### config.mk
export PLATFORM = sky130hd
export DESIGN_NAME = flit_sink_flat
export DESIGN_NICKNAME = d
export VERILOG_FILES = /design/src/rtl/flit_sink_if.sv /design/src/rtl/flit_sink.sv /design/src/flat_wrapper.sv
export SDC_FILE = /design/constraint.sdc
export NUM_CORES = 1
export LEC_CHECK = 0
export ABC_AREA = 1
export CORE_MARGIN = 2
export CORE_UTILIZATION = 40
export CTS_BUF_LIST = sky130_fd_sc_hd__clkbuf_8
export CTS_CLUSTER_DIAMETER = 30
export DETAILED_ROUTE_END_ITERATION = 10
export DONT_BUFFER_PORTS = 1
export GPL_TIMING_DRIVEN = 1
export MAX_ROUTING_LAYER = met4
export PLACE_DENSITY = 0.63
export SYNTH_ARGS = -nofsm -noshare
export SYNTH_HDL_FRONTEND = slang
export SYNTH_SLANG_ARGS = --single-unit
### constraint.sdc
create_clock -name clk -period 6.4 [get_ports clk]
set_clock_uncertainty 0.2 [all_clocks]
set_input_delay 1.28 -clock clk [delete_from_list [all_inputs] [get_ports clk]]
set_output_delay 1.28 -clock clk [all_outputs]
set_load 0.005 [all_outputs]
### src/rtl/flit_sink_if.sv
// Purpose: handshake/bus bundle between a router output port and flit_sink.
// Signals:
//   write, data_in, drain_en       : driven by the router/drain side (master)
//   full, almost_full              : occupancy status, driven by the sink (slave)
//   out_valid, out_flit            : popped flit and its one-cycle strobe
//   err_dest, err_seq, overflow    : error pulses and sticky overflow flag
//   flit_count, err_count          : saturating 16-bit statistics
interface flit_sink_if #(
   parameter int unsigned WIDTH = 12
);
   logic             write;
   logic [WIDTH-1:0] data_in;
   logic             drain_en;
   logic             full;
   logic             almost_full;
   logic             out_valid;
   logic [WIDTH-1:0] out_flit;
   logic             err_dest;
   logic             err_seq;
   logic             overflow;
   logic [15:0]      flit_count;
   logic [15:0]      err_count;

   modport master (
      output write, data_in, drain_en,
      input  full, almost_full, out_valid, out_flit, err_dest, err_seq,
             overflow, flit_count, err_count
   );

   modport slave (
      input  write, data_in, drain_en,
      output full, almost_full, out_valid, out_flit, err_dest, err_seq,
             overflow, flit_count, err_count
   );
endinterface

### src/rtl/flit_sink.sv
// Purpose: network-endpoint flit sink. Buffers valid flits in a DEPTH-entry
// FIFO, pops one per cycle when drain_en is high, and checks each popped flit
// for a wrong destination id and (optionally) a per-source sequence break.
// Flit layout: bit0 valid, [2:1] dest, [4:3] src, [WIDTH-1:5] seq.
// Ports:
//   clk            : clock, rising edge
//   reset          : asynchronous, active-high
//   bus (slave)    : write/data_in/drain_en in; full/almost_full (from count),
//                    out_valid/out_flit/err_dest/err_seq (registered on the pop
//                    edge), overflow (sticky), flit_count/err_count (saturating)
// Build option: define FLIT_SINK_SEQCHK_EN to include the per-source sequence
// trackers; without it err_seq is constant 0 and only dest errors are counted.
module flit_sink #(
   parameter int unsigned WIDTH = 12,
   parameter int unsigned DEPTH = 8,
   parameter logic [1:0]  MY_ID = 2'b00
) (
   input  logic        clk,
   input  logic        reset,
   flit_sink_if.slave  bus
);
   localparam int unsigned PW = $clog2(DEPTH);
   localparam int unsigned CW = PW + 1;
   localparam int unsigned SW = WIDTH - 5;

   logic [WIDTH-1:0] mem_q [DEPTH];
   logic [PW-1:0]    wr_ptr_q, rd_ptr_q;
   logic [CW-1:0]    count_q;
   logic             out_valid_q, err_dest_q, err_seq_q, overflow_q;
   logic [WIDTH-1:0] out_flit_q;
   logic [15:0]      flit_count_q, err_count_q;

   logic             flit_ok_c, push_c, pop_c;
   logic [WIDTH-1:0] pop_flit_c;
   logic             dest_err_c, seq_err_c;
   logic [15:0]      flit_count_d, err_count_d;
   logic [16:0]      err_sum_c;

   // Admission uses the pre-edge count, so a same-cycle pop never frees a slot.
   assign flit_ok_c  = bus.write & bus.data_in[0];
   assign push_c     = flit_ok_c & (count_q != CW'(DEPTH));
   assign pop_c      = bus.drain_en & (count_q != '0);
   assign pop_flit_c = mem_q[rd_ptr_q];
   assign dest_err_c = pop_c & (pop_flit_c[2:1] != MY_ID);

   assign bus.full        = (count_q == CW'(DEPTH));
   assign bus.almost_full = (count_q >= CW'(DEPTH - 1));

`ifdef FLIT_SINK_SEQCHK_EN
   typedef enum logic {UNSEEN = 1'b0, TRACKING = 1'b1} trk_state_e;

   trk_state_e    trk_q [4];
   trk_state_e    trk_d [4];
   logic [SW-1:0] exp_q [4];
   logic [SW-1:0] exp_d [4];
   logic [1:0]    pop_src_c;
   logic [SW-1:0] pop_seq_c;

   assign pop_src_c = pop_flit_c[4:3];
   assign pop_seq_c = pop_flit_c[WIDTH-1:5];

   // Tracker state registers, one per source id.
   always_ff @(posedge clk or posedge reset) begin
      if (reset) begin
         for (int i = 0; i < 4; i++) begin
            trk_q[i] <= UNSEEN;
            exp_q[i] <= '0;
         end
      end else begin
         trk_q <= trk_d;
         exp_q <= exp_d;
      end
   end

   // Tracker next state: first flit from a source only arms it; afterwards any
   // mismatch flags an error and resynchronises to the observed seq.
   always_comb begin
      trk_d     = trk_q;
      exp_d     = exp_q;
      seq_err_c = 1'b0;
      if (pop_c) begin
         case (trk_q[pop_src_c])
            UNSEEN:   seq_err_c = 1'b0;
            TRACKING: seq_err_c = (pop_seq_c != exp_q[pop_src_c]);
         endcase
         trk_d[pop_src_c] = TRACKING;
         exp_d[pop_src_c] = pop_seq_c + SW'(1);
      end
   end
`else
   assign seq_err_c = 1'b0;
`endif

   // Saturating statistics; both error kinds may land in the same pop.
   always_comb begin
      flit_count_d = flit_count_q;
      if (pop_c && flit_count_q != 16'hFFFF) flit_count_d = flit_count_q + 16'd1;
      err_sum_c   = {1'b0, err_count_q} + 17'(dest_err_c) + 17'(seq_err_c);
      err_count_d = err_sum_c[16] ? 16'hFFFF : err_sum_c[15:0];
   end

   // FIFO storage; contents need no reset since count gates every read.
   always_ff @(posedge clk) begin
      if (push_c) mem_q[wr_ptr_q] <= bus.data_in;
   end

   // Pointers, occupancy and registered outputs.
   always_ff @(posedge clk or posedge reset) begin
      if (reset) begin
         wr_ptr_q     <= '0;
         rd_ptr_q     <= '0;
         count_q      <= '0;
         out_valid_q  <= 1'b0;
         out_flit_q   <= '0;
         err_dest_q   <= 1'b0;
         err_seq_q    <= 1'b0;
         overflow_q   <= 1'b0;
         flit_count_q <= '0;
         err_count_q  <= '0;
      end else begin
         if (push_c) wr_ptr_q <= wr_ptr_q + PW'(1);
         if (pop_c)  rd_ptr_q <= rd_ptr_q + PW'(1);
         count_q      <= count_q + CW'(push_c) - CW'(pop_c);
         out_valid_q  <= pop_c;
         if (pop_c) out_flit_q <= pop_flit_c;
         err_dest_q   <= dest_err_c;
         err_seq_q    <= seq_err_c;
         overflow_q   <= overflow_q | (flit_ok_c & bus.full);
         flit_count_q <= flit_count_d;
         err_count_q  <= err_count_d;
      end
   end

   assign bus.out_valid  = out_valid_q;
   assign bus.out_flit   = out_flit_q;
   assign bus.err_dest   = err_dest_q;
   assign bus.err_seq    = err_seq_q;
   assign bus.overflow   = overflow_q;
   assign bus.flit_count = flit_count_q;
   assign bus.err_count  = err_count_q;
endmodule

### src/flat_wrapper.sv
// flat-port wrapper written by rule: the top's interface ports become plain ports
module flit_sink_flat 
#(
   parameter int unsigned WIDTH = 12,
   parameter int unsigned DEPTH = 8,
   parameter logic [1:0]  MY_ID = 2'b00
)
  (clk, reset, bus_write, bus_data_in, bus_drain_en, bus_full, bus_almost_full, bus_out_valid, bus_out_flit, bus_err_dest, bus_err_seq, bus_overflow, bus_flit_count, bus_err_count);
  flit_sink_if #(.WIDTH(WIDTH)) bus_i ();
  input  logic clk;
  input  logic reset;
  input wire logic [$bits(bus_i.write)-1:0] bus_write;
  input wire logic [$bits(bus_i.data_in)-1:0] bus_data_in;
  input wire logic [$bits(bus_i.drain_en)-1:0] bus_drain_en;
  output wire logic [$bits(bus_i.full)-1:0] bus_full;
  output wire logic [$bits(bus_i.almost_full)-1:0] bus_almost_full;
  output wire logic [$bits(bus_i.out_valid)-1:0] bus_out_valid;
  output wire logic [$bits(bus_i.out_flit)-1:0] bus_out_flit;
  output wire logic [$bits(bus_i.err_dest)-1:0] bus_err_dest;
  output wire logic [$bits(bus_i.err_seq)-1:0] bus_err_seq;
  output wire logic [$bits(bus_i.overflow)-1:0] bus_overflow;
  output wire logic [$bits(bus_i.flit_count)-1:0] bus_flit_count;
  output wire logic [$bits(bus_i.err_count)-1:0] bus_err_count;
  assign bus_i.write = bus_write;
  assign bus_i.data_in = bus_data_in;
  assign bus_i.drain_en = bus_drain_en;
  assign bus_full = bus_i.full;
  assign bus_almost_full = bus_i.almost_full;
  assign bus_out_valid = bus_i.out_valid;
  assign bus_out_flit = bus_i.out_flit;
  assign bus_err_dest = bus_i.err_dest;
  assign bus_err_seq = bus_i.err_seq;
  assign bus_overflow = bus_i.overflow;
  assign bus_flit_count = bus_i.flit_count;
  assign bus_err_count = bus_i.err_count;
  flit_sink #(.WIDTH(WIDTH), .DEPTH(DEPTH), .MY_ID(MY_ID)) u_core (.clk(clk), .reset(reset), .bus(bus_i));
endmodule
==> impl_metrics.tcl, run 1 <==
set metrics [dict create \
    crit_type "reg -> reg" \
    cts.path.max_buffers 2 \
    syn_nets 693 \
    yosysTopAreaCellShare 0.427 \
    ys_warn_count 0 \
    critPathBufInv 1 \
    syn_to_final_growth_pct 9.28 \
    drc 0 \
    ctsResizeCount 0 \
    cts_setup_buffers 0 \
    worstPathMaxFanout 27 \
    ys_types 30 \
    clock-sinks 153 \
    avgSynthCellArea_sq_um 10.2 \
    final_nets 699 \
    leakage_nw 2.95 \
    hold_violations 0 \
    worst_skew_pair.late_latency_ns 0.47 \
    synth_top_flop_cell "edfxtp_1" \
    start_util 0.409 \
    synthSimpleGateAreaFrac 0.222 \
    powerDensity_nw_per_um2 401 \
    path_common_cell "nand3_1" \
    rr_worst_depth 12 \
    cts_htree_levels 4 \
    cp_slowest_stage_delay_ns 1.03 \
    synth.cell_area_sq_um 6750 \
    detail_route.vias_per_cell 4.95 \
    async_reset_ff_frac 0.373 \
    holdPathStages 1 \
    ys_ff_latch 153 \
    crit_chain "inv_1, nor2_1, o21ai_0, nand3_1, nand3_1, nand2_1, ha_1, nand2_1, nor2_2, nand4_1, or2_2, nand3_1" \
    synth_compound_area_frac 0.0521 \
    die_h_um 134 \
    root_buffer "clkbuf_8" \
    min_period_over_period 0.578 \
    drv_cap 0 \
    dr_total_vias 4466 \
    worst_ep_required_time_ns 6.61 \
    yosysMostFrequentCell "nand2_1" \
    die_area_sq_um 17900 \
    drt-initial-drc-count 321 \
    hp-start "u_core.bus.overflow" \
    timing.rr.end "u_core.bus.err_count[8]" \
    fill_cells 1492 \
    tightestPinTransition_ns 1.08 \
    timing.fmax_ghz 0.270 \
    die_w_um 134 \
    rr_startpoint "u_core.rd_ptr_q[1]" \
    setup_violations 0 \
    overflow 0 \
    crit_arrival_ns 3.91 \
    ys_top_cells_by_area "edfxtp_1 43%, dfrtp_1 21%, nand2_1 7.2%" \
    diodes 0 \
    drive_gt1_frac 0.108 \
    synth-edff-count 96 \
    irDropWorstVdd_v 0.000148 \
    syn_inst 664 \
    max_slew_margin 0.280 \
    first_pass_iters 5 \
    antenna_found_initial 0 \
    synth_xor_area_frac 0.0195 \
    grt_pass1_vias 4349 \
    hpwl_mm 9.06 \
    synthMuxAreaShare 0 \
    setup-tns-final_ns 0 \
    grt_max_degree 51 \
    hold_end "u_core.bus.overflow" \
    wl_mm 14.1 \
    period_needed_ns 3.70 \
    yosysTopAreaCell "edfxtp_1" \
    rows 47 \
    ant_nets 0 \
    cts_hold_buf 0 \
    final_util 0.447 \
    endpoint_kind "flip-flop" \
    cpLargestDelayFamily "simple AND/OR/NAND/NOR gates" \
    cts_tree "yes" \
    netlist_top_cells_count "130 x nand2_1, 129 x nor2_1, 96 x edfxtp_1" \
    slowest_stage "dfrtp_1" \
    cts_buffers 17 \
    synthAdderAreaFrac 0.0252 \
    grt_pass1_wl_mm 22.6 \
    slew_violations 0 \
    core_area_sq_um 16500 \
    rrSetupSlack_ns 2.70 \
    rsz0062_at_grt "false" \
    clk_pin_slew_ns 0.10 \
    numPortBuffers 0 \
    grt_usage 0.170 \
    routabilityCongestion 0.867 \
    post_drt_wl_per_cell_um 15.6 \
    status "complete, no violations" \
    synth_top_family_by_area "simple AND/OR/NAND/NOR gates" \
    synth.yosys.seq_area_share 0.638 \
    ios 66 \
    hold_class "reg -> reg" \
    cp-start-kind "flip-flop" \
]
[kinds of logic after synthesis]
family / Yosys count
simple gates: 351
flops: 153
buf+inv: 66
compound gates: 65
xor+xnor: 15
fa+ha+maj: 13
other cells: 1
[sequential cells by signal (all words and copies together), names as in the netlist]
signal,count
u_core.bus.err_count,16
u_core.bus.err_dest,1
u_core.bus.flit_count,16
u_core.bus.out_flit,12
u_core.bus.out_valid,1
u_core.bus.overflow,1
u_core.count_q,4
u_core.mem_q,96
u_core.rd_ptr_q,3
u_core.wr_ptr_q,3
[worst reg2reg max path, delay by kind of cell, from the launching register on]
| kind | cells | cell delay [ns] |
|---|---|---|
| compound gates | 1 | 0.12 |
| fa+ha+maj | 1 | 0.16 |
| buf+inv | 1 | 0.69 |
| flops | 1 | 1.03 |
| simple gates | 9 | 1.45 |
[layout by cell type (no fill, tap or decap), types with 10 or more instances in the layout]
cell type / instances
nand2_1: 130
dfrtp_1: 57
o21ai_0: 46
nor2_1: 128
clkbuf_8: 17
nand3_1: 61
inv_1: 38
ha_1: 12
xor2_1: 13
edfxtp_1: 96
o21ai_1: 10
[metal layers]
metal	track usage	up-vias	part of all wire
li1	-	2219	-
met5	-	-	0
met4	0.0496	0	0.015
met2	0.266	128	0.47
met1	0.196	2099	0.42
met3	0.0805	20	0.098
[report_power, final]
group / internal, mW / switching [mW]
clock network: 0.330 / 0.413
logic: 0.279 / 0.522
registers: 1.22 / 0.196
total: 1.83 / 1.13
[worst max-delay path by stage]
stage | slack, ns | cells after the start | end | start
after global routing | 2.31 | 13 | u_core.bus.err_count[1] | u_core.rd_ptr_q[1]
after CTS | 2.67 | 12 | u_core.bus.err_count[8] | u_core.rd_ptr_q[1]
after global placement | 2.83 | 12 | u_core.bus.err_count[12] | bus_drain_en
final | 2.70 | 12 | u_core.bus.err_count[8] | u_core.rd_ptr_q[1]
after floorplan | 3.39 | 8 | u_core.count_q[2] | bus_drain_en
after detailed placement | 2.69 | 12 | u_core.bus.err_count[8] | u_core.rd_ptr_q[1]
[area by class of cell]
type	count	area [sq um]	area share
clock buffers	17	234	0.0317
clock inverters	15	173	0.0234
inverters	44	165	0.0224
multi-input cells	445	2160	0.292
flip-flops and latches	153	4310	0.584
well taps	220	275	0.0373
repair buffers	9	67.6	0.00915
[per-stage QoR]
stage	hold slack [ns]	total power, mW	cells	instance area, sq um	setup WS, ns
after floorplan	0.266	2.03	664	6750	3.39
after global placement	0.289	2.21	871	6970	2.83
after detailed placement	0.295	2.24	871	6970	2.69
after CTS	0.318	2.98	903	7380	2.67
after global routing	0.324	3.17	903	7380	2.31
final	0.310	2.96	903	7380	2.70
(Power assumes the default switching activity.)
==> inputs of run 2 (changes only) <==
==> constraint.sdc (replaced) <==
create_clock -name clk -period 3.7 [get_ports clk]
set_clock_uncertainty 0.2 [all_clocks]
set_input_delay 0.74 -clock clk [delete_from_list [all_inputs] [get_ports clk]]
set_output_delay 0.74 -clock clk [all_outputs]
set_load 0.005 [all_outputs]
==> impl_metrics.tcl, run 2 (synthesized netlist as in run 1, its figures left out) <==
set metrics [dict create \
    leakage_nw 2.95 \
    root_buffer "clkbuf_8" \
    drv_cap 0 \
    period_needed_ns 3.07 \
    timing.rr.end "u_core.bus.err_count[1]" \
    irDropWorstVdd_v 0.000350 \
    cp-start-kind "flip-flop" \
    final_nets 702 \
    post_dp_cell_area_sq_um 6990 \
    clock-sinks 153 \
    slowest_stage "inv_1" \
    cp_slowest_stage_delay_ns 0.52 \
    first_pass_iters 5 \
    grt_pass1_vias 4528 \
    largest_register "u_core.mem_q" \
    ant_nets 0 \
    tightestPinTransition_ns 1.14 \
    antenna_found_initial 0 \
    die_area_sq_um 17900 \
    drt-initial-drc-count 362 \
    design_area_sq_um 7370 \
    pre_cts_ws_ns 0.616 \
    overflow 0 \
    status "complete, no violations" \
    wl_mm 14.4 \
    endpoint_kind "flip-flop" \
    cts_buffers 17 \
    rsz0062_at_grt "false" \
    fin_hold_ws_ns 0.0592 \
    grt_max_degree 37 \
    cts.path.max_buffers 2 \
    cts_tree "yes" \
    hpwl_mm 9.84 \
    worstPathMaxFanout 17 \
    multi_input_area_sq_um 2150 \
    cts_setup_buffers 0 \
    rr_startpoint "u_core.count_q[2]" \
    largest_register_ffs 96 \
    drc 0 \
    worst_ep_required_time_ns 3.86 \
    dr_total_vias 4602 \
    routabilityCongestion 0.864 \
    grt_usage 0.174 \
    fill_cells 1554 \
    worst_skew_pair.late_latency_ns 0.45 \
    detail_route.vias_per_cell 5.08 \
    grt_pass1_wl_mm 23.5 \
    cts_hold_buf 0 \
    ctsResizeCount 0 \
    hold_violations 0 \
    rr_worst_depth 14 \
    setup-tns-final_ns 0 \
    cts_htree_levels 4 \
    register_area_sq_um 4310 \
    numPortBuffers 0 \
    post_drt_wl_per_cell_um 15.9 \
    syn_to_final_growth_pct 9.11 \
    die_h_um 134 \
    most-common-layout-cells "130 x nand2_1, 129 x nor2_1, 96 x edfxtp_1, 61 x nand3_1, 57 x dfrtp_1" \
    ios 66 \
    min_period_over_period 0.829 \
    die_w_um 134 \
    clk_pin_slew_ns 0.09 \
    crit_chain "inv_1, ha_1, nand3_1, nand2_2, inv_1, nand3_1, nand2_1, ha_1, nand2_1, nor2_2, inv_2, nor2_4, nand3_2, o21ai_0" \
    start_util 0.409 \
    rows 47 \
    setup_violations 0 \
    timing.fmax_ghz 0.326 \
    max_slew_margin 0.237 \
    diodes 0 \
    layout_commonest_cell "nand2_1" \
    crit_arrival_ns 3.23 \
    worst_slack_ns 0.633 \
    hold_class "in -> async" \
    crit_type "reg -> reg" \
    rrSetupSlack_ns 0.63 \
    powerDensity_nw_per_um2 689 \
    slew_violations 0 \
    core_area_sq_um 16500 \
    drive_gt1_frac 0.108 \
]
==> run 2: changes by cell type in the layout (fill, tap and decap cells not counted), sizes merged <==
cell / change
inv: -2
clkinv: +1
clkinvlp: +1
buf: +3
==> run 2: layout make-up <==
class                      instances  share of cell area
sequential                       153               0.585
multi-input combinational        445               0.292
tap                              220              0.0374
clock buffer                      17              0.0317
inverter                          44              0.0224
clock inverter                    15              0.0192
timing repair buffer              12              0.0122
==> run 2: critical path: cells and delay by family, from the launching register on <==
kind / cells / cell delay (ns)
compound gates: 1 / 0.14
flops: 1 / 0.36
fa+ha+maj: 2 / 0.36
simple gates: 8 / 1.26
buf+inv: 3 / 0.67
==> run 2: routing by layer <==
metal  GRT usage  share of wire  wire length, um
met5           -              0                0
met4      0.0567          0.011              161
met3      0.0608          0.077             1110
met2       0.264           0.47             6780
met1       0.220           0.44             6390
==> run 2: how the worst max path moves through the flow <==
stage,startpoint,endpoint,slack [ns],depth (start not counted)
2_1_floorplan,bus_drain_en,u_core.count_q[2],1.23,8
3_3_place_gp,bus_drain_en,u_core.bus.err_count[12],0.70,12
3_5_place_dp,bus_drain_en,u_core.bus.err_count[1],0.62,11
4_1_cts,u_core.count_q[2],u_core.bus.err_count[1],0.59,14
5_1_grt,u_core.count_q[2],u_core.bus.err_count[4],0.34,14
6_report,u_core.count_q[2],u_core.bus.err_count[1],0.63,14
==> run 2: power by group <==
group / switching [mW] / leakage, nW / total, mW / internal, mW
logic: 0.920 / 1.18 / 1.42 / 0.498
clock network: 0.668 / 0.190 / 1.21 / 0.546
registers: 0.336 / 1.58 / 2.45 / 2.11
total: 1.92 / 2.95 / 5.08 / 3.16
==> run 2: stage by stage <==
step / power, mW / cells / util
global placement: 3.86 / 874 / 0.423
finish: 5.08 / 906 / 0.446
detailed placement: 3.91 / 874 / 0.423
global route: 5.46 / 906 / 0.446
CTS: 5.13 / 906 / 0.446
floorplan: 3.50 / 664 / -
